===== src/rtl/s_axi_stream_fifo_pkg.sv =====
// Shared types and defaults for the AXI4-Stream ingress FIFO.
// Holds the write-framing state encoding and the RAM entry width helper.
package s_axi_stream_fifo_pkg;

   localparam int DWIDTH_DEF  = 32;
   localparam int BUFSIZE_DEF = 4;

   typedef enum logic {
      S_IDLE = 1'b0,
      S_RECV = 1'b1
   } wr_state_e;

   // One RAM entry holds {tlast, tstrb, tdata}.
   function automatic int entry_width(input int dw);
      return dw + dw / 8 + 1;
   endfunction

endpackage


===== src/rtl/s_axi_stream_fifo_ram.sv =====
// Simple dual-port storage for the stream FIFO: synchronous write, asynchronous read.
// The asynchronous read is what gives the pop port its zero-latency show-ahead.
module s_axi_stream_fifo_ram #(
   parameter int AW = 4,
   parameter int W  = 37
) (
   input  logic          clk,
   input  logic          we_i,
   input  logic [AW-1:0] waddr_i,
   input  logic [W-1:0]  wdata_i,
   input  logic [AW-1:0] raddr_i,
   output logic [W-1:0]  rdata_o
);

   logic [W-1:0] mem_q [2**AW];

   always_ff @(posedge clk) begin
      if (we_i) mem_q[waddr_i] <= wdata_i;
   end

   assign rdata_o = mem_q[raddr_i];

endmodule


===== src/rtl/s_axi_stream_fifo.sv =====
// AXI4-Stream slave feeding a show-ahead FIFO with packet tracking.
// PKT_MODE=1 holds packets until their tlast beat lands, falling back to cut-through on oversize.
module s_axi_stream_fifo
   import s_axi_stream_fifo_pkg::*;
#(
   parameter int DWIDTH   = DWIDTH_DEF,
   parameter int BUFSIZE  = BUFSIZE_DEF,
   parameter int PKT_MODE = 0
) (
   input  logic                clk,
   input  logic                xrst,
   input  logic                tvalid,
   output logic                tready,
   input  logic [DWIDTH-1:0]   tdata,
   input  logic [DWIDTH/8-1:0] tstrb,
   input  logic                tlast,
   input  logic                rd_en,
   output logic                rd_valid,
   output logic [DWIDTH-1:0]   rd_data,
   output logic [DWIDTH/8-1:0] rd_strb,
   output logic                rd_last,
   output logic [BUFSIZE:0]    count,
   output logic [BUFSIZE:0]    pkt_count,
   output logic                oversize
);

   localparam int SW = DWIDTH / 8;
   localparam int EW = entry_width(DWIDTH);
   localparam logic [BUFSIZE:0] FULL_CNT = {1'b1, {BUFSIZE{1'b0}}};
   localparam logic [BUFSIZE:0] ONE_CNT  = {{BUFSIZE{1'b0}}, 1'b1};

   logic [BUFSIZE-1:0] wptr_q, wptr_d;
   logic [BUFSIZE-1:0] rptr_q, rptr_d;
   logic [BUFSIZE:0]   count_q, count_d;
   logic [BUFSIZE:0]   pkt_q, pkt_d;
   logic               tready_q, tready_d;
   logic               cut_q, cut_d;
   logic               over_q, over_d;
   wr_state_e          state_q, state_d;

   logic               full, empty, accept, store, pop;
   logic [EW-1:0]      ram_rdata;

   s_axi_stream_fifo_ram #(
      .AW (BUFSIZE),
      .W  (EW)
   ) u_ram (
      .clk     (clk),
      .we_i    (store),
      .waddr_i (wptr_q),
      .wdata_i ({tlast, tstrb, tdata}),
      .raddr_i (rptr_q),
      .rdata_o (ram_rdata)
   );

   assign rd_data   = ram_rdata[DWIDTH-1:0];
   assign rd_strb   = ram_rdata[DWIDTH +: SW];
   assign rd_last   = ram_rdata[EW-1];
   assign tready    = tready_q;
   assign count     = count_q;
   assign pkt_count = pkt_q;
   assign oversize  = (PKT_MODE != 0) ? over_q : 1'b0;

   // Null beats (no strobes, not last) complete the handshake but never reach the RAM.
   always_comb begin
      full   = (count_q == FULL_CNT);
      empty  = (count_q == '0);
      accept = tvalid & tready_q;
      store  = accept & ((|tstrb) | tlast);
      if (PKT_MODE != 0) rd_valid = ~empty & ((pkt_q != '0) | cut_q);
      else               rd_valid = ~empty;
      pop      = rd_en & rd_valid;
      wptr_d   = wptr_q + BUFSIZE'(store);
      rptr_d   = rptr_q + BUFSIZE'(pop);
      count_d  = count_q + (BUFSIZE+1)'(store) - (BUFSIZE+1)'(pop);
      pkt_d    = pkt_q + (BUFSIZE+1)'(store & tlast) - (BUFSIZE+1)'(pop & rd_last);
      tready_d = (count_d != FULL_CNT);
   end

   always_comb begin
      state_d = state_q;
      case (state_q)
         S_IDLE:  if (accept && !tlast) state_d = S_RECV;
         S_RECV:  if (accept && tlast)  state_d = S_IDLE;
         default: state_d = S_IDLE;
      endcase
   end

   // A full FIFO holding only part of one packet can never complete it, so release it as cut-through.
   always_comb begin
      cut_d  = cut_q;
      over_d = over_q;
      if (PKT_MODE != 0) begin
         if (full && (state_q == S_RECV) && (pkt_q == '0)) begin
            cut_d  = 1'b1;
            over_d = 1'b1;
         end else if (pop && rd_last && (pkt_q == ONE_CNT) && !(store && tlast)) begin
            cut_d  = 1'b0;
         end
      end
   end

   always_ff @(posedge clk or negedge xrst) begin
      if (!xrst) begin
         wptr_q   <= '0;
         rptr_q   <= '0;
         count_q  <= '0;
         pkt_q    <= '0;
         tready_q <= 1'b0;
         cut_q    <= 1'b0;
         over_q   <= 1'b0;
         state_q  <= S_IDLE;
      end else begin
         wptr_q   <= wptr_d;
         rptr_q   <= rptr_d;
         count_q  <= count_d;
         pkt_q    <= pkt_d;
         tready_q <= tready_d;
         cut_q    <= cut_d;
         over_q   <= over_d;
         state_q  <= state_d;
      end
   end

endmodule

===== config.mk =====
export PLATFORM = sky130hd
export DESIGN_NAME = s_axi_stream_fifo
export DESIGN_NICKNAME = d
export VERILOG_FILES = /design/src/rtl/s_axi_stream_fifo_pkg.sv /design/src/rtl/s_axi_stream_fifo_ram.sv /design/src/rtl/s_axi_stream_fifo.sv
export SDC_FILE = /design/constraint.sdc
export NUM_CORES = 1
export LEC_CHECK = 0
export ABC_AREA = 1
export BUFFER_PORTS_ARGS = -buffer_cell sky130_fd_sc_hd__buf_2
export CORE_MARGIN = 8
export CORE_UTILIZATION = 45
export CTS_BUF_LIST = sky130_fd_sc_hd__clkbuf_4 sky130_fd_sc_hd__clkbuf_8
export DETAILED_ROUTE_END_ITERATION = 16
export GPL_TIMING_DRIVEN = 0
export SLEW_MARGIN = 20
export SYNTH_ARGS = -nofsm -noshare
export SYNTH_HDL_FRONTEND = slang
export SYNTH_SLANG_ARGS = --single-unit

===== constraint.sdc =====
create_clock -name clk -period 6.7 [get_ports clk]
set_clock_uncertainty 0.15 [all_clocks]
set_input_delay 0 -clock clk [delete_from_list [all_inputs] [get_ports clk]]
set_output_delay 0 -clock clk [all_outputs]
set_load 0.01 [all_outputs]

==> impl_metrics.yaml <==
status:
  status: "finished clean"
detailed_routing:
  wl_per_cell_um: 24.6
  num_vias: 16172
  wirelength_mm: 70.9
  viasPerCell: 5.60
  drc: 0
  drt_iter0_markers: 1803
  firstDrtPassIters: 6
  ant_nets: 0
setup_path:
  crit_fanout: 10
  path_cells: "inv_2 > clkbuf_1 > nand3_1 > nand3_1 > nand3_1 > a21oi_1 > ha_1 > inv_1 > ha_1 > fa_1 > nand2_1 > nand2_1 > a21oi_1 > xor2_1"
  critPathLaunchType: "register"
  cpMaxStageDelayCell: "clkbuf_1"
  end_kind: "register"
  arrival_ps: 3790
  crit_top_cell: "nand3_1"
  cp_data_required_time_ps: 7130
  setup.worst_path.class: "reg -> reg"
  crit_buf_inv: 3
  max_stage_delay_ps: 550
  path_delay_family: "adder cells"
logic_synthesis:
  synthFlopType: "edfxtp_1"
  async_flop_share_pct: 3.11
  yosys_warnings: 0
  netlist.area_leader.share_pct: 73.8
  yosys.area.top_type: "edfxtp_1"
  synthTopCellsByArea: "edfxtp_1 74%, nand2_1 6.4%, nor2_1 3.0%"
  yosys-top-cells-count: "592 x edfxtp_1, 412 x nand2_1, 190 x nor2_1"
  ys_seq_area_share_pct: 75.8
  synth-edff-count: 592
  yosysMostFrequentCell: "edfxtp_1"
  syn_inst: 1867
  synth-seq-cells: 611
  yosysUniqueCellTypes: 24
  syn_area_sq_um: 24100
  syn_nets: 1925
  syn_area_per_cell_sq_um: 12.9
clock_tree:
  worstSkewPairLatency_ps: 660
  cts-root-buf: "clkbuf_8"
  cts_tree: "yes"
  cts_sinks: 611
  htree_levels: 3
  path_clk_slew_ps: 60
  cts_buffer_depth: 3
  cts_buffers: 95
  post-cts-setup-buffer-count: 0
global_route:
  antenna_found_initial: 3
  first_global_vias: 16075
  grt_max_degree: 22
  grt_pass1_wl_mm: 104
  grt-ovfl-total: 0
  track_usage_pct: 23.2
cells_and_area:
  area_growth_pct: 18.2
  drive_gt1_share_pct: 16.3
  fin_nets: 2184
  final_area_sq_um: 28500
sta:
  maxSlewViolCount: 0
  slew_headroom_pct: 29.4
  worstMarginPinSlew_ps: 1060
  fin_crit_ps: 3360
  hold_viol: 0
  setup_viol: 0
  rsz0062_at_grt: "no"
  final.period_utilization_pct: 50.1
  fin_tns_setup_ps: 0
  max_freq_ghz: 0.298
placement:
  io_buffers: 89
  place_congestion: 0.818
  place_area_sq_um: 26200
  post-dp-hpwl_mm: 45.9
floorplanning:
  die_h_um: 247
  io_pins: 91
  start_util_pct: 45.6
  num_rows: 84
  dieArea_sq_um: 61200
  die_w_um: 247
  core_sq_um: 52800
power:
  cellPowerDensity_nw_per_um2: 449
  leakage_uw: 0.0101
  ir_worst_vdd_v: 0.000221
run:
  drv_cap: 0
hold_path:
  hold_class: "in -> reg"
through the flow:
step	setup slack, ps	util [%]	total power (uW)	cells	hold WS [ps]
2_1_floorplan	3790	-	7590	1867	-446
3_3_place_gp	1460	48.1	9610	2644	-155
3_5_place_dp	3360	49.7	9840	2675	-154
4_1_cts	3340	53.9	12800	2884	41.2
5_1_grt	3080	53.9	13400	2885	94.2
6_report	3340	53.9	12800	2886	99.7
cell type report:
class	instances	area, sq um
multi-input cells	1113	5280
clock inverters	38	196
plain buffers	112	547
clock buffers	130	1610
flip-flops and latches	611	18300
fillers	4445	24300
inverters	31	119
diodes	1	2.50
repair buffers	162	1590
well taps	688	861
report_power, final:
| group | leakage [uW] | switching [uW] | internal (uW) |
|---|---|---|---|
| Sequential | 0.00557 | 129 | 4660 |
| Clock | 0.000952 | 1430 | 1590 |
| Combinational | 0.00356 | 3550 | 1430 |
| Total | 0.0101 | 5110 | 7680 |
cells in the final DEF, fill, tap and decap left out, types with 23 or more instances in the layout:
master,Yosys,routed
a31oi_1,26,26
clkbuf_4,0,28
o21ai_0,88,88
o21ai_1,102,102
nand3_1,94,94
o211ai_1,26,26
buf_2,59,149
clkbuf_8,0,102
clkbuf_1,35,35
clkinv_1,0,23
inv_1,28,28
o22ai_1,46,46
nand2_1,412,412
a21oi_1,96,96
dlygate4sd3_1,0,41
nor2_1,190,174
edfxtp_1,592,592
state kept, by name, summed over array words and instances, names as in the netlist:
name and flops:
tready 1, rptr_q 4, u_ram.mem_q 592, pkt_count 5
wptr_q 4, count 5
metal layers:
layer	vias to the layer above	track usage, %	wire [um]	share of wire (%)
met3	147	4.15	5650	8.0
met4	0	9.23	2340	3.3
li1	7260	-	-	-
met2	742	38.5	34000	48
met1	8023	30.3	29000	41
met5	-	0	0	0
cells by family (layout without fill, tap and decap cells):
| logic type | after synthesis | count (layout) | synth area share, % |
|---|---|---|---|
| flip-flops | 611 | 611 | 75.8 |
| AO/OA/AOI/OAI | 384 | 384 | 8.63 |
| buffers and inverters | 143 | 473 | 2.76 |
| other | 1 | 2 | 0.0156 |
| adder cells (fa/ha/maj) | 17 | 17 | 0.946 |
| AND/OR/NAND/NOR | 699 | 699 | 11.4 |
| XOR/XNOR | 12 | 12 | 0.436 |
what timing repair did:
item / 4_1_cts / 5_1_grt
setup endpoints to repair: 0 / 0
resized for setup: 0 / 0
endpoints found under the hold margin: 626 / 19
hold buffers: 41 / 1
path summary, 6_finish.rpt:
kind                       startpoint  cells after the start                 end  slack, ps
max in group asynchronous        xrst                      4           rptr_q[3]       5710
max reg2reg                 rptr_q[1]                     14        pkt_count[4]       3340
max                         rptr_q[1]                     14        pkt_count[4]       3340
min in group asynchronous        xrst                      4            count[4]        320
min                         tdata[17]                      2  u_ram.mem_q[7][17]        100
min reg2reg                 rptr_q[0]                      1           rptr_q[0]        380
Power figures use the tool's default switching activity.
